[config.mk]
export PLATFORM = sky130hd
export DESIGN_NAME = tag_decoder_table
export DESIGN_NICKNAME = d
export VERILOG_FILES = /design/src/rtl/tag_decoder_table_pkg.sv /design/src/rtl/tag_decoder_table_decoder.sv /design/src/rtl/tag_decoder_table.sv
export SDC_FILE = /design/constraint.sdc
export NUM_CORES = 1
export LEC_CHECK = 0
export ABC_CLOCK_PERIOD_IN_PS = 5700
export BUFFER_PORTS_ARGS = -buffer_cell sky130_fd_sc_hd__buf_2
export CAP_MARGIN = 40
export CORE_MARGIN = 10
export CORE_UTILIZATION = 50
export CTS_CLUSTER_SIZE = 16
export DETAILED_ROUTE_END_ITERATION = 6
export GPL_TIMING_DRIVEN = 1
export PLACE_DENSITY = 0.74
export SETUP_SLACK_MARGIN = 0.1
export SYNTH_ARGS = -nofsm -noshare
export SYNTH_HDL_FRONTEND = slang
export SYNTH_SLANG_ARGS = --single-unit
[constraint.sdc]
create_clock -name i_clk -period 5.7 [get_ports i_clk]
set_clock_uncertainty 0.05 [all_clocks]
set_input_delay 0.57 -clock i_clk [delete_from_list [all_inputs] [get_ports i_clk]]
set_output_delay 0.57 -clock i_clk [all_outputs]
set_load 0.1 [all_outputs]
[src/rtl/tag_decoder_table_pkg.sv]
// Shared definitions for the busy-tag table.
// Holds the default table geometry and the tag range compare used by the
// table's error logic.
package tag_decoder_table_pkg;

  localparam int TAG_SIZE  = 32;
  localparam int TAG_WIDTH = 5;

  // True when a tag index falls outside a table of 'size' entries.
  function automatic logic tag_out_of_range(input int unsigned tag,
                                            input int unsigned size);
    return (tag >= size);
  endfunction

endpackage

[src/rtl/tag_decoder_table_decoder.sv]
// Combinational binary-to-one-hot decoder.
// Ports:
//   i_en  - decode enable; output is all zero when low
//   i_d   - binary index (WIDTH bits)
//   o_q   - one-hot result (SIZE bits); all zero when i_d >= SIZE
module tag_decoder_table_decoder #(
  parameter int SIZE  = 32,
  parameter int WIDTH = 5
) (
  input  logic             i_en,
  input  logic [WIDTH-1:0] i_d,
  output logic [SIZE-1:0]  o_q
);

  // Compare the index against every position; an index at or beyond SIZE
  // matches no position, so it naturally decodes to zero.
  always_comb begin
    o_q = '0;
    for (int i = 0; i < SIZE; i++) begin
      if (i_en && (i_d == WIDTH'(i))) begin
        o_q[i] = 1'b1;
      end else begin
        o_q[i] = 1'b0;
      end
    end
  end

endmodule

[src/rtl/tag_decoder_table.sv]
// Busy-tag table with registered one-hot decode of the allocated tag.
// Sits beside the free-tag priority encoder, which reads o_busy.
// Ports:
//   i_clk, i_rst_n        - clock (rising edge), async active-low reset
//   i_flush               - synchronous clear of the whole table (top priority)
//   i_set_en / i_set_tag  - allocate request: mark tag busy
//   i_clr_en / i_clr_tag  - release request: mark tag free
//   o_dec                 - one-cycle one-hot pulse of the accepted set tag
//   o_busy                - busy vector, bit n = tag n allocated
//   o_count               - number of busy tags
//   o_full, o_empty       - decoded from the count register
//   o_err                 - sticky protocol error (duplicate allocate,
//                           double release, out-of-range tag)
module tag_decoder_table
  import tag_decoder_table_pkg::*;
#(
  parameter int SIZE  = TAG_SIZE,
  parameter int WIDTH = TAG_WIDTH
) (
  input  logic             i_clk,
  input  logic             i_rst_n,
  input  logic             i_flush,
  input  logic             i_set_en,
  input  logic [WIDTH-1:0] i_set_tag,
  input  logic             i_clr_en,
  input  logic [WIDTH-1:0] i_clr_tag,
  output logic [SIZE-1:0]  o_dec,
  output logic [SIZE-1:0]  o_busy,
  output logic [WIDTH:0]   o_count,
  output logic             o_full,
  output logic             o_empty,
  output logic             o_err
);

  logic [SIZE-1:0] busy_r;
  logic [SIZE-1:0] dec_r;
  logic [WIDTH:0]  count_r;
  logic            err_r;

  logic [SIZE-1:0] set_hot_s;
  logic [SIZE-1:0] clr_hot_s;
  logic [SIZE-1:0] busy_next_s;
  logic [SIZE-1:0] dec_next_s;
  logic [WIDTH:0]  count_next_s;
  logic            err_next_s;
  logic            set_oor_s;
  logic            clr_oor_s;
  logic            inc_s;
  logic            dec_cnt_s;
  logic            dup_set_s;
  logic            dbl_clr_s;

  tag_decoder_table_decoder #(.SIZE(SIZE), .WIDTH(WIDTH)) u_set_dec (
    .i_en (i_set_en),
    .i_d  (i_set_tag),
    .o_q  (set_hot_s)
  );

  tag_decoder_table_decoder #(.SIZE(SIZE), .WIDTH(WIDTH)) u_clr_dec (
    .i_en (i_clr_en),
    .i_d  (i_clr_tag),
    .o_q  (clr_hot_s)
  );

  // Next-state for busy vector, count, decode pulse and error flag.
  always_comb begin
    set_oor_s = i_set_en && tag_out_of_range(32'(i_set_tag), SIZE);
    clr_oor_s = i_clr_en && tag_out_of_range(32'(i_clr_tag), SIZE);

    // Clear applies first, then set, so a same-tag pair leaves the bit at 1.
    busy_next_s = (busy_r & ~clr_hot_s) | set_hot_s;

    // Duplicate allocate only if the bit stays busy without a same-cycle clear.
    dup_set_s = |(set_hot_s & busy_r & ~clr_hot_s);
    // Releasing a free tag is an error even when a set to it follows.
    dbl_clr_s = |(clr_hot_s & ~busy_r);

    // At most one 0->1 (set port) and one 1->0 (clear port) per cycle.
    inc_s     = |(set_hot_s & ~busy_r);
    dec_cnt_s = |(clr_hot_s & busy_r & ~set_hot_s);

    if (i_flush) begin
      busy_next_s  = '0;
      dec_next_s   = '0;
      count_next_s = '0;
      err_next_s   = 1'b0;
    end else begin
      dec_next_s   = set_hot_s;
      count_next_s = count_r + (WIDTH+1)'(inc_s) - (WIDTH+1)'(dec_cnt_s);
      err_next_s   = err_r | set_oor_s | clr_oor_s | dup_set_s | dbl_clr_s;
    end
  end

  // Table state registers.
  always_ff @(posedge i_clk or negedge i_rst_n) begin
    if (!i_rst_n) begin
      busy_r  <= '0;
      dec_r   <= '0;
      count_r <= '0;
      err_r   <= 1'b0;
    end else begin
      busy_r  <= busy_next_s;
      dec_r   <= dec_next_s;
      count_r <= count_next_s;
      err_r   <= err_next_s;
    end
  end

  assign o_busy  = busy_r;
  assign o_dec   = dec_r;
  assign o_count = count_r;
  assign o_err   = err_r;
  assign o_full  = (count_r == (WIDTH+1)'(SIZE));
  assign o_empty = (count_r == '0);

endmodule

; Word level (Yosys, flattened, before mapping)
; Index checks and enable logic that the tools add are counted.
[op_classes]
n_bitwise = 13
muxes = 68
n_reduce_logical = 71
eq_ne = 63
addsub = 2
[ops]
columns = operator, count
row1 = $and A32 B32 Y32, 7
row2 = $eq A5 B5 Y1 const B, 32
row3 = $reduce_or A32 Y1, 4
row4 = $not A32 Y32, 3
row5 = $eq A5 B4 Y1 const B, 16
row6 = $mux W1, 65
row7 = $logic_and A1 B1 Y1, 64
row8 = $mux W32, 2
row9 = $eq A5 B3 Y1 const B, 8
row10 = $or A32 B32 Y32, 1
row11 = $eq A5 B2 Y1 const B, 4
row12 = $eq A5 B1 Y1 const B, 2
row13 = $logic_not A5 Y1, 2
row14 = $add A6 B1 Y6, 1
row15 = $eq A6 B6 Y1 const B, 1
row16 = $logic_not A6 Y1, 1
row17 = $mux W6, 1
row18 = $sub A6 B1 Y6, 1
row19 = $or A1 B1 Y1, 2
[totals]
reg_bits = 71

; Depth between registers and ports, before layout
; Gate-level depths: netlist of the first run.
[logic_depth]
ltp_word = 9
depth_mapped = 17
depth_no_buf = 15

; Hierarchy
; A second synthesis of the first run with hierarchy kept.
[unflattened]
cells_unflattened = 507
area_unflattened_um2 = 4053.9
[by_module_without_submodules]
columns = module, cells_per_inst, area_each_um2, instances
row1 = tag_decoder_table, 413, 3585.9, 1
row2 = tag_decoder_table_decoder, 47, 234.0, 2

; Worst setup path after synthesis of the first run
; Ideal clock, no wire load.
[synth_timing]
kind = reg2out
from = register count_r[5] (netlist: o_count[5])
to = output port o_full
setup_slack_ns = 1.041
path_buffers = 0
t_arrival_ns = 4.039
required_time_ns = 5.080
path_stages_with_launch = 3
cell_sequence = dfrtp_1 -> ha_1 -> nor4bb_1
[synth_via]
elab_chain_len = 1
[synth_lines]
columns = item, line
row1 = start: declaration, tag_decoder_table.sv:37  ; logic [WIDTH:0] count_r;
row2 = start signal: assignment, tag_decoder_table.sv:104  ; count_r <= count_next_s;
row3 = $eq A6 B6 Y1, tag_decoder_table.sv:113  ; assign o_full = (count_r == (WIDTH+1)'(SIZE));
row4 = end: declaration, tag_decoder_table.sv:30  ; output logic o_full,
; Every way passes these cells.

; Worst setup path in the final report of the first run
[layout_timing]
from = input port i_set_tag[2]
to = register count_r[4] (netlist: o_count[4])
[layout_via]
elab_chain_len = 8
[layout_lines]
columns = item, line
row1 = start: declaration, tag_decoder_table.sv:24  ; input logic [WIDTH-1:0] i_set_tag,
row2 = $eq A5 B1 Y1 (tied with other cells), tag_decoder_table_decoder.sv:20  ; if (i_en && (i_d == WIDTH'(i))) begin
row3 = $logic_and A1 B1 Y1, tag_decoder_table_decoder.sv:20
row4 = $mux W1, tag_decoder_table_decoder.sv:20
row5 = $and A32 B32 Y32 or $not A32 Y32 (tied branches), "tag_decoder_table.sv:79, tag_decoder_table.sv:80"
row6 = $reduce_or A32 Y1 or $and A32 B32 Y32 (tied branches), "tag_decoder_table.sv:79, tag_decoder_table.sv:80"
row7 = $add A6 B1 Y6 or $reduce_or A32 Y1 (tied branches), "tag_decoder_table.sv:89, tag_decoder_table.sv:80"
row8 = $sub A6 B1 Y6 *, tag_decoder_table.sv:89  ; count_next_s = count_r + (WIDTH+1)'(inc_s) - (WIDTH+1)'(dec_cnt_s);
row9 = $mux W6 *, tag_decoder_table.sv:82  ; if (i_flush) begin
row10 = named net count_next_s[4], tag_decoder_table.sv:44  ; logic [WIDTH:0] count_next_s;
; The timed path passes the listed nets; every way through them passes the cells marked *.

==> PnR_summary.wiki, run 1 <==
{| class="wikitable"
! Metric !! Value
|-
| Run status || complete, no violations
|-
| Area growth syn-to-layout || 16.2%
|-
| Ratio of routed vias to standard cells || 6.36
|-
| Yosys warnings || 0
|-
| Antenna Violating Nets Remaining || 0
|-
| # hold bufs at CTS || 0
|-
| Chip width || around 110 µm
|-
| Quantity of I/O buffers inserted on ports || 87
|-
| Clock root buffer || sky130_fd_sc_hd__clkbuf_8
|-
| Final setup fails || 0
|-
| Sequential group share of total power || ~37%
|-
| Power Dens Cells || approximately 300 nW/µm²
|-
| Standby leakage power || ~0.0023 µW
|-
| Hold Path Class || input pin to async pin
|-
| Highest fanout seen on the critical path || 10
|-
| Setup Buffers After CTS || 0
|-
| Fraction of registers with async set/reset || 100%
|-
| Area of the core region || between 8000 and 9000 µm²
|-
| Total overflow reported by the global router || 0
|-
| Sequential cell area in the final layout || ~1800 µm²
|-
| Worst setup slack after placement || between 1.5 and 2 ns
|-
| Largest net degree at the start of global routing || 72
|-
| Slew HR || between 50% and 60%
|-
| Count of boundary I/O pins || approximately 90
|-
| Post-synth net total || between 400 and 500
|-
| RSZ-0062 raised after global routing || no
|-
| Critical path launch point type || input pin
|-
| Y dimension of the die || roughly 110 µm
|-
| Vias || between 4000 and 5000
|-
| Post-synth EDFFs || 0
|-
| First-pass GRT wire length || approximately 23000 µm
|-
| Antenna violations before repair || 0
|-
| Leading cell types in the layout, fill and taps excluded || sky130_fd_sc_hd__buf_2, sky130_fd_sc_hd__nor2_1, sky130_fd_sc_hd__dfrtp_1, sky130_fd_sc_hd__nand2_1, sky130_fd_sc_hd__a21oi_1
|-
| Critical Path RT || 5.87 ns
|-
| Wire length per cell || 22.9 µm
|-
| Switching pwr || between 500 and 600 µW
|-
| Area used by multi-input combinational logic || 2140 µm²
|-
| CP Capture Type || flip-flop
|-
| DP Wirelength || 11100 µm
|-
| Length in cells of the worst reg-to-reg path || 14
|-
| CTS clock-pin slew for the worst setup and hold paths || approximately 0.080 ns
|-
| TritonCTS clock tree || built
|-
| Data arrival time at the worst-slack endpoint || between 3 and 4 ns
|-
| Aggregate global-route resource usage || around a quarter
|-
| Most common library cell in the layout ignoring fill and taps || sky130_fd_sc_hd__buf_2
|-
| Internal power || 921 µW
|-
| Flip-flop and latch count after synthesis || 71
|-
| Number of nets in the finished design || around 560
|-
| Starting utilization of the core area || 50.8%
|-
| Number of distinct library cells after synthesis || 62
|-
| Final weighted congestion in routability-driven placement || between 0.9 and 1
|-
| VDD IR max || between 0.15 and 0.2 mV
|-
| Placed Cells || 630
|-
| Syn Inst Count || around 470
|-
| Die ar. || ~12000 µm²
|-
| Post-layout instance count excluding filler cells || roughly 650
|-
| Switching share of power || between 30% and 40%
|-
| Clk Latency, worst-skew pair || 0.36 ns
|-
| Routed Wire Length || approximately 15000 µm
|-
| Floorplan row count || 33
|-
| Final period utilization || 63.4%
|-
| Min Clock Period, post-route || around 3.6 ns
|-
| Number of global-route vias before repair || slightly above 4000
|-
| Final setup TNS || 0 ns
|-
| Portion of total power attributed to combinational logic || roughly 30%
|-
| Number of DRC markers in iteration 0 || roughly 450
|-
| Detailed-route DRC error count || 0
|-
| CTS Buffer Depth || 2
|-
| TritonCTS buffer count || 9
|-
| Clk sinks || 71
|-
| First-pass DRT Iterations || 5
|-
| Startpoint-to-endpoint class of the critical path || input pin to flip-flop
|-
| Actual transition at the worst max-transition pin || around 0.7 ns
|-
| H-tree depth || 3
|-
| Clock network fraction of total power || between 30% and 40%
|-
| Post-Syn Area per Cell || ~9 µm²
|-
| Filler Cells Inserted || approximately 750
|-
| Fin worst setup slack || 2.08 ns
|-
| Top FF cell, synth || sky130_fd_sc_hd__dfrtp_1
|-
| Count of antenna diodes in the layout || 0
|-
| Share of the yosys chip area belonging to registers || between 40% and 50%
|-
| Cells resized by post-CTS repair || 0
|-
| Number of max-capacitance violations reported || 0
|-
| Synthesized cell area || about 4100 µm²
|-
| Maximum achievable frequency || approximately 280 MHz
|-
| Fraction of final layout cells sized beyond drive strength 1 || about a quarter
|-
| Final number of hold-violating endpoints || 0
|-
| Max Transition Viols Final || 0
|}
==> worst max-delay path: stages <==
cell and delay [ns]:
sky130_fd_sc_hd__buf_2 0.18, sky130_fd_sc_hd__nor2b_1 0.48, sky130_fd_sc_hd__nand2_1 0.27, sky130_fd_sc_hd__nand3_1 0.16, sky130_fd_sc_hd__nand4_1 0.11, sky130_fd_sc_hd__nor4_1 0.37
sky130_fd_sc_hd__nand4_1 0.15, sky130_fd_sc_hd__ha_1 0.30, sky130_fd_sc_hd__inv_1 0.04, sky130_fd_sc_hd__ha_1 0.20, sky130_fd_sc_hd__fa_1 0.44, sky130_fd_sc_hd__a21oi_1 0.14
sky130_fd_sc_hd__nor2_1 0.05, sky130_fd_sc_hd__nor2_1 0.11, sky130_fd_sc_hd__xor2_1 0.16, sky130_fd_sc_hd__nor2_1 0.06
==> cell usage after synthesis (3+ instances only) <==
master / number / area, µm²
sky130_fd_sc_hd__buf_4: 8 / 60.1
sky130_fd_sc_hd__a21oi_1: 36 / 180
sky130_fd_sc_hd__nand4_1: 18 / 113
sky130_fd_sc_hd__nor2b_1: 12 / 75.1
sky130_fd_sc_hd__dfrtp_1: 71 / 1780
sky130_fd_sc_hd__o21ai_1: 4 / 20.0
sky130_fd_sc_hd__and4b_1: 4 / 40.0
sky130_fd_sc_hd__buf_2: 8 / 40.0
sky130_fd_sc_hd__nand2_1: 38 / 143
sky130_fd_sc_hd__nand2b_1: 3 / 18.8
sky130_fd_sc_hd__nor4b_2: 3 / 45.0
sky130_fd_sc_hd__xnor2_1: 3 / 26.3
sky130_fd_sc_hd__ha_1: 9 / 113
sky130_fd_sc_hd__nor3_1: 9 / 45.0
sky130_fd_sc_hd__nor4_1: 9 / 56.3
sky130_fd_sc_hd__nand3_1: 27 / 135
sky130_fd_sc_hd__inv_1: 7 / 26.3
sky130_fd_sc_hd__clkbuf_1: 12 / 45.0
sky130_fd_sc_hd__nor2_1: 74 / 278
sky130_fd_sc_hd__o21ai_0: 21 / 105
sky130_fd_sc_hd__mux2_2: 3 / 33.8
sky130_fd_sc_hd__o22ai_1: 30 / 188
sky130_fd_sc_hd__nor4bb_1: 3 / 30.0
sky130_fd_sc_hd__nand2_2: 3 / 18.8
==> power by group through the flow <==
stage	clock (µW)	combinational [µW]	sequential, µW
after floorplan	0	225	676
after global placement	0	426	548
after detailed placement	0	430	549
after CTS	494	433	539
after global routing	519	460	541
final	489	431	539
==> path summary, 6_finish.rpt <==
kind | startpoint | end | slack, ns
worst max-delay path | i_set_tag[2] | o_count[4]$_DFF_PN0_ | 2.08
worst min-delay path | i_rst_n | o_count[5]$_DFF_PN0_ | 0.03
worst max register to register | o_busy[24]$_DFF_PN0_ | o_count[4]$_DFF_PN0_ | 2.41
worst min register to register | o_busy[19]$_DFF_PN0_ | o_busy[19]$_DFF_PN0_ | 0.61
max in group asynchronous | i_rst_n | o_dec[1]$_DFF_PN0_ | 5.07
min in group i_clk | o_busy[19]$_DFF_PN0_ | o_busy[19]$_DFF_PN0_ | 0.61
==> layout make-up <==
| class | count | area share [%] |
|---|---|---|
| Tap cell | 105 | 2.74 |
| Sequential cell | 71 | 37.0 |
| Timing Repair Buffer | 91 | 10.2 |
| Clock buffer | 11 | 2.74 |
| Inverter | 7 | 0.547 |
| Clock inverter | 5 | 2.22 |
| Multi-Input combinational cell | 356 | 44.6 |
==> metal layers <==
layer	global-route usage [%]	vias up	part of all wire (%)
met1	31.0	1953	42
met5	0	-	0
met2	34.5	273	43
met3	6.60	43	10
met4	11.2	0	4.3
li1	-	1840	-
==> stage by stage <==
step                      cell area (µm²)  hold slack [ns]  util (%)  power, µW
final                                4800           0.0316      59.0       1460
after global routing                 4800           0.0238      59.0       1520
after CTS                            4800           0.0282      59.0       1470
after detailed placement             4560            0.405      56.1        979
after global placement               4520            0.573      55.6        974
after floorplan                      4130            0.224         -        901
==> cells by family after synthesis <==
group,after synthesis,share of synthesized area (%)
AND/OR/NAND/NOR,228,30.6
AO/OA/AOI/OAI,109,15.8
flip-flops,71,43.0
buffers and inverters,39,5.24
adder cells (fa/ha/maj),10,3.21
multiplexers,5,1.30
XOR/XNOR,4,0.848
==> registers in the layout, summed over array words and instances, names as in the netlist <==
name / flops
o_busy: 32
o_count: 6
o_dec: 32
o_err: 1
(Power assumes the default switching activity.)
==> run 2: changes to the inputs <==
--- a/config.mk
+++ b/config.mk
@@ -5,7 +5,7 @@
 export SDC_FILE = /design/constraint.sdc
 export NUM_CORES = 1
 export LEC_CHECK = 0
-export ABC_CLOCK_PERIOD_IN_PS = 5700
+export ABC_CLOCK_PERIOD_IN_PS = 3600
 export BUFFER_PORTS_ARGS = -buffer_cell sky130_fd_sc_hd__buf_2
 export CAP_MARGIN = 40
 export CORE_MARGIN = 10
==> constraint.sdc (replaced) <==
create_clock -name i_clk -period 3.6 [get_ports i_clk]
set_clock_uncertainty 0.05 [all_clocks]
set_input_delay 0.36 -clock i_clk [delete_from_list [all_inputs] [get_ports i_clk]]
set_output_delay 0.36 -clock i_clk [all_outputs]
set_load 0.1 [all_outputs]
==> PnR_summary.wiki, run 2 (same netlist as run 1, synthesis figures left out) <==
{| class="wikitable"
! Metric !! Value
|-
| Run status || finished, violations left
|-
| Violated checks || negative hold slack
|-
| Sequential cell area in the final layout || 1780 µm² (unchanged)
|-
| Actual transition at the worst max-transition pin || 0.728 ns (+0.0162 ns)
|-
| CTS Buffer Depth || 2 (unchanged)
|-
| Global routing's busiest layer || met2
|-
| Largest net degree at the start of global routing || 38 (-47%)
|-
| Area of the core region || 8130 µm² (unchanged)
|-
| Final weighted congestion in routability-driven placement || 1.03 (+6.4%)
|-
| TritonCTS buffer count || 9 (unchanged)
|-
| Die ar. || 12300 µm² (unchanged)
|-
| Critical Path RT || 3.78 ns (-2.09 ns)
|-
| Count of antenna diodes in the layout || 0 (unchanged)
|-
| R2R setup slack || 0.48 ns (-1.93 ns)
|-
| TritonCTS clock tree || built
|-
| Filler Cells Inserted || 711 (-5.3%)
|-
| Clk Latency, worst-skew pair || 0.36 ns (about the same)
|-
| Min Hold Slack || -0.0113 ns (-0.0430 ns)
|-
| Vias || 4365 (+6.2%)
|-
| Fraction of final layout cells sized beyond drive strength 1 || 30.6% (+7.3 points)
|-
| Final setup TNS || 0 ns (unchanged)
|-
| Number of DRC markers in iteration 0 || 574 (+27%)
|-
| DP Wirelength || 12300 µm (+12%)
|-
| Starting utilization of the core area || 50.8% (unchanged)
|-
| Maximum achievable frequency || between 300 and 400 MHz
|-
| Power Dens Cells || 465 nW/µm² (+53%)
|-
| Most common library cell in the layout ignoring fill and taps || sky130_fd_sc_hd__buf_2
|-
| Critical Path Source || i_set_tag[4]
|-
| First-pass DRT Iterations || 5 (unchanged)
|-
| Clk sinks || 71 (unchanged)
|-
| Met1 track demand over resource || 32.4% (+1.4 points)
|-
| Leading cell types in the layout, fill and taps excluded || sky130_fd_sc_hd__buf_2, sky130_fd_sc_hd__nor2_1, sky130_fd_sc_hd__dfrtp_1, sky130_fd_sc_hd__buf_4, sky130_fd_sc_hd__nand2_1
|-
| Critical path launch point type || input pin
|-
| Detailed-route DRC error count || 0 (unchanged)
|-
| Chip width || 111 µm (unchanged)
|-
| Aggregate global-route resource usage || 25.1% (+1.6 points)
|-
| CTS clock-pin slew for the worst setup and hold paths || 0.08 ns (about the same)
|-
| Setup Buffers After CTS || 0 (unchanged)
|-
| Max Transition Viols Final || 0 (unchanged)
|-
| Total overflow reported by the global router || 0 (unchanged)
|-
| Number of max-capacitance violations reported || 0 (unchanged)
|-
| Standby leakage power || 0.00250 µW (+11%)
|-
| Count of boundary I/O pins || 88 (unchanged)
|-
| Antenna Violating Nets Remaining || 0 (unchanged)
|-
| Cells resized by post-CTS repair || 0 (unchanged)
|-
| CP Capture Type || flip-flop
|-
| Floorplan row count || 33 (unchanged)
|-
| H-tree depth || 3 (unchanged)
|-
| Final setup fails || 0 (unchanged)
|-
| Quantity of I/O buffers inserted on ports || 87 (unchanged)
|-
| Area used by multi-input combinational logic || 2150 µm² (+0.58%)
|-
| Length in cells of the worst reg-to-reg path || 14 (unchanged)
|-
| Met2 GRT Util || 39.0% (+4.6 points)
|-
| R2r endpoint || o_count[4]$_DFF_PN0_
|-
| Ratio of routed vias to standard cells || 6.26 (-1.5%)
|-
| Critical R2R Launch || o_busy[24]$_DFF_PN0_
|-
| Min Clock Period, post-route || around 3.3 ns
|-
| Final period utilization || 90.8%
|-
| Routed Wire Length || 16000 µm (+8.5%)
|-
| Total chip power || 2440 µW (+67%)
|-
| Antenna violations before repair || 0 (unchanged)
|-
| Area growth syn-to-layout || 26.7%
|-
| Hold Path Class || input pin to async pin
|-
| Slew HR || 51.1% (-1.5 points)
|-
| VDD IR max || 0.356 mV (+91%)
|-
| Data arrival time at the worst-slack endpoint || 3.45 ns (-0.33 ns)
|-
| M3 GR Usage || 6.76% (+0.16 points)
|-
| # hold bufs at CTS || 0 (unchanged)
|-
| Number of nets in the finished design || 613 (+9.3%)
|-
| Wire length per cell || 23.0 µm (+0.55%)
|-
| Highest fanout seen on the critical path || 13 (+3)
|-
| RSZ-0062 raised after global routing || no
|-
| Number of global-route vias before repair || 4346 (+7.4%)
|-
| Startpoint-to-endpoint class of the critical path || input pin to flip-flop
|-
| Final number of hold-violating endpoints || 5 (+5)
|-
| Y dimension of the die || 111 µm (unchanged)
|-
| First-pass GRT wire length || 24800 µm (+6.5%)
|-
| Clock root buffer || sky130_fd_sc_hd__clkbuf_8
|}
-- run 2: power breakdown --
group          total (µW)  switching (µW)  internal, µW
Combinational         737             532           206
Sequential            855            28.5           827
Clock                 843             317           527
-- run 2: worst max-delay path, cell delays in order --
cell and delay [ns]:
sky130_fd_sc_hd__buf_2 0.23, sky130_fd_sc_hd__and4b_1 0.32, sky130_fd_sc_hd__nand2_1 0.19, sky130_fd_sc_hd__and4b_1 0.24, sky130_fd_sc_hd__a311oi_1 0.32, sky130_fd_sc_hd__buf_4 0.17
sky130_fd_sc_hd__nand4_1 0.12, sky130_fd_sc_hd__ha_1 0.30, sky130_fd_sc_hd__inv_1 0.04, sky130_fd_sc_hd__ha_1 0.21, sky130_fd_sc_hd__fa_1 0.42, sky130_fd_sc_hd__a21oi_1 0.15
sky130_fd_sc_hd__nor2_1 0.05, sky130_fd_sc_hd__nor2_1 0.12, sky130_fd_sc_hd__xor2_1 0.15, sky130_fd_sc_hd__nor2_1 0.05
-- run 2: per-stage QoR --
stage	cell area [µm²]	cells	setup slack, ns	utilization, %
after floorplan	4150	466	0.240	-
after CTS	5240	697	0.404	64.4
after global placement	4940	680	0.0315	60.7
after global routing	5240	697	0.152	64.4
after detailed placement	4980	682	0.0441	61.2
final	5240	697	0.332	64.4
-- run 2: worst max-delay path by stage --
stage	end	slack [ns]
5_1_grt	o_count[4]$_DFF_PN0_	0.15
3_3_place_gp	o_count[4]$_DFF_PN0_	0.03
6_report	o_count[4]$_DFF_PN0_	0.33
2_1_floorplan	o_count[4]$_DFF_PN0_	0.24
4_1_cts	o_count[4]$_DFF_PN0_	0.40
3_5_place_dp	o_count[4]$_DFF_PN0_	0.04
-- run 2: metal layers --
layer	share of wire, %	wire [µm]
met2	46	7440
met3	9.5	1520
met4	3.3	523
met1	41	6550
met5	0	0
-- run 2: final cells by class --
cell class,instances,share of cell area (%)
multi-input combinational,356,41.1
sequential,71,33.9
timing repair buffer,143,17.1
tap,105,2.51
clock inverter,6,2.56
clock buffer,9,2.37
inverter,7,0.502
==> run 3: changes to the inputs <==
--- a/config.mk
+++ b/config.mk
@@ -6,14 +6,14 @@
 export NUM_CORES = 1
 export LEC_CHECK = 0
 export ABC_CLOCK_PERIOD_IN_PS = 3600
-export BUFFER_PORTS_ARGS = -buffer_cell sky130_fd_sc_hd__buf_2
 export CAP_MARGIN = 40
 export CORE_MARGIN = 10
 export CORE_UTILIZATION = 50
+export CTS_BUF_LIST = sky130_fd_sc_hd__clkbuf_4
 export CTS_CLUSTER_SIZE = 16
 export DETAILED_ROUTE_END_ITERATION = 6
+export DONT_BUFFER_PORTS = 1
 export GPL_TIMING_DRIVEN = 1
-export PLACE_DENSITY = 0.74
 export SETUP_SLACK_MARGIN = 0.1
 export SYNTH_ARGS = -nofsm -noshare
 export SYNTH_HDL_FRONTEND = slang
==> PnR_summary.wiki, run 3 (same netlist as run 1, synthesis figures left out) <==
{| class="wikitable"
! Metric !! Value
|-
| Hold Path Class || input pin to flip-flop
|-
| RSZ-0062 raised after global routing || no
|-
| Wire length per cell || 24.8 µm (+7.7%)
|-
| CTS clock-pin slew for the worst setup and hold paths || 0.14 ns (+0.06 ns)
|-
| Detailed-route DRC error count || 0 (unchanged)
|-
| Routed Wire Length || 15600 µm (-2.8%)
|-
| TritonCTS clock tree || built
|-
| Die ar. || 12300 µm² (unchanged)
|-
| Highest fanout seen on the critical path || 4 (-9)
|-
| Standby leakage power || 0.00214 µW (-15%)
|-
| Min Hold Slack || 0.0767 ns (+0.0881 ns)
|-
| Maximum achievable frequency || 314 MHz (+2.8%)
|-
| Aggregate global-route resource usage || 24.8% (-0.31 points)
|-
| Clock root buffer || sky130_fd_sc_hd__clkbuf_4
|-
| Final weighted congestion in routability-driven placement || 1.01 (-1.9%)
|-
| Leading cell types in the layout, fill and taps excluded || sky130_fd_sc_hd__nor2_1, sky130_fd_sc_hd__dfrtp_1, sky130_fd_sc_hd__buf_4, sky130_fd_sc_hd__nand2_1, sky130_fd_sc_hd__a21oi_1
|-
| Final setup fails || 0 (unchanged)
|-
| Final non-filler cell area || 4900 µm² (-6.4%)
|-
| Critical path launch point type || flip-flop
|-
| Slew HR || 40.6% (-10 points)
|-
| Starting utilization of the core area || 50.8% (unchanged)
|-
| Quantity of I/O buffers inserted on ports || 0 (-100%)
|-
| Area growth syn-to-layout || 18.6%
|-
| Min Clock Period, post-route || 3.18 ns (-0.0875 ns)
|-
| Final number of hold-violating endpoints || 0 (-5)
|-
| Clk Latency, worst-skew pair || 0.44 ns (+0.08 ns)
|-
| TritonCTS buffer count || 9 (unchanged)
|-
| Number of DRC markers in iteration 0 || 416 (-28%)
|-
| Data arrival time at the worst-slack endpoint || 3.46 ns (about the same)
|-
| First-pass GRT wire length || 24300 µm (-1.8%)
|-
| Worst setup path end || o_count[4]$_DFF_PN0_
|-
| Number of nets in the finished design || 545 (-11%)
|-
| Cells resized by post-CTS repair || 0 (unchanged)
|-
| Final period utilization || 88.4% (-2.4 points)
|-
| Number of global-route vias before repair || 4004 (-7.9%)
|-
| Critical R2R Launch || o_busy[18]$_DFF_PN0_
|-
| Power Dens Cells || 436 nW/µm² (-6.3%)
|-
| CTS Buffer Depth || 2 (unchanged)
|-
| Max Transition Viols Final || 0 (unchanged)
|-
| Ratio of routed vias to standard cells || 6.57 (+4.8%)
|-
| Floorplan row count || 33 (unchanged)
|-
| Vias || 4130 (-5.4%)
|-
| Routed length on met2 || 7090 µm (-4.7%)
|-
| Most common library cell in the layout ignoring fill and taps || sky130_fd_sc_hd__nor2_1
|-
| Top layer used by detailed routing || met4
|-
| Clk sinks || 71 (unchanged)
|-
| Fraction of final layout cells sized beyond drive strength 1 || 21.2% (-9.4 points)
|-
| Y dimension of the die || 111 µm (unchanged)
|-
| First-pass DRT Iterations || 7 (+2)
|-
| Area of the core region || 8130 µm² (unchanged)
|-
| CP Capture Type || flip-flop
|-
| R2R setup slack || 0.42 ns (-0.06 ns)
|-
| Antenna violations before repair || 1 (+1)
|-
| Length in cells of the worst reg-to-reg path || 14 (unchanged)
|-
| Largest net degree at the start of global routing || 72 (+89%)
|-
| Count of boundary I/O pins || 88 (unchanged)
|-
| Dpl cell area || 4680 µm² (-6.1%)
|-
| Chip width || 111 µm (unchanged)
|-
| DP Wirelength || 11700 µm (-4.8%)
|-
| # hold bufs at CTS || 3 (+3)
|-
| Total overflow reported by the global router || 0 (unchanged)
|-
| Critical Path RT || 3.88 ns (+0.10 ns)
|-
| Actual transition at the worst max-transition pin || 0.891 ns (+0.164 ns)
|-
| R2r endpoint || o_count[4]$_DFF_PN0_
|-
| Number of max-capacitance violations reported || 0 (unchanged)
|-
| Length of routed met3 wiring || 1680 µm (+10%)
|-
| Run status || complete, no violations
|-
| Critical Path Source || o_busy[18]$_DFF_PN0_
|-
| VDD IR max || 0.352 mV (-1.2%)
|-
| Setup Buffers After CTS || 0 (unchanged)
|-
| Startpoint-to-endpoint class of the critical path || flip-flop to flip-flop
|-
| H-tree depth || 3 (unchanged)
|-
| Antenna Violating Nets Remaining || 0 (unchanged)
|-
| Routed met1 length || 6230 µm (-5.0%)
|-
| Count of antenna diodes in the layout || 0 (unchanged)
|-
| Final setup TNS || 0 ns (unchanged)
|}
run 3: how the worst min path moves through the flow:
stage | slack, ns | startpoint | end | cells past startpoint
floorplan | 0.01 | i_rst_n | o_busy[0]$_DFF_PN0_ | 0
global placement | 0.02 | i_rst_n | o_count[5]$_DFF_PN0_ | 0
detailed placement | 0.02 | i_rst_n | o_count[5]$_DFF_PN0_ | 0
CTS | 0.07 | i_clr_tag[0] | o_busy[23]$_DFF_PN0_ | 3
global route | 0.09 | i_clr_tag[0] | o_busy[23]$_DFF_PN0_ | 3
finish | 0.08 | i_clr_tag[0] | o_busy[23]$_DFF_PN0_ | 3
run 3: per-stage QoR:
step / utilization, % / total power (µW) / cells / worst slack, ns
detailed placement: 57.5 / 1600 / 610 / 0.135
finish: 60.2 / 2140 / 629 / 0.419
global route: 60.2 / 2230 / 629 / 0.220
floorplan: - / 1430 / 466 / 0.240
CTS: 59.9 / 2140 / 628 / 0.452
global placement: 56.8 / 1560 / 608 / 0.211
run 3: power breakdown:
group	switching (µW)	total (µW)	leakage (µW)	internal (µW)
combinational	509	762	0.00109	253
sequential	37.1	863	0.000984	826
clock	305	510	0.0000654	205
run 3: area by class of cell:
cell class / count / area [µm²]
fillers: 720 / 3230
multi-input cells: 356 / 2170
flip-flops and latches: 71 / 1780
repair buffers: 75 / 666
well taps: 105 / 131
clock buffers: 9 / 67.6
clock inverters: 6 / 62.6
inverters: 7 / 26.3
run 3: routing by layer:
layer,track usage [%],vias to the layer above
met2,38.1,271
met5,0,-
met1,31.7,1995
li1,-,1817
met3,6.76,47
met4,11.2,0
run 3: critical path: stages (launching register included):
cell	delay, ns
sky130_fd_sc_hd__dfrtp_1	0.44
sky130_fd_sc_hd__buf_4	0.26
sky130_fd_sc_hd__and4b_1	0.26
sky130_fd_sc_hd__a311oi_1	0.31
sky130_fd_sc_hd__buf_4	0.18
sky130_fd_sc_hd__nand4_1	0.10
sky130_fd_sc_hd__ha_1	0.30
sky130_fd_sc_hd__inv_1	0.04
sky130_fd_sc_hd__ha_1	0.20
sky130_fd_sc_hd__fa_1	0.42
sky130_fd_sc_hd__a21oi_1	0.15
sky130_fd_sc_hd__nor2_1	0.07
sky130_fd_sc_hd__nor2_1	0.11
sky130_fd_sc_hd__xor2_1	0.15
sky130_fd_sc_hd__nor2_1	0.05
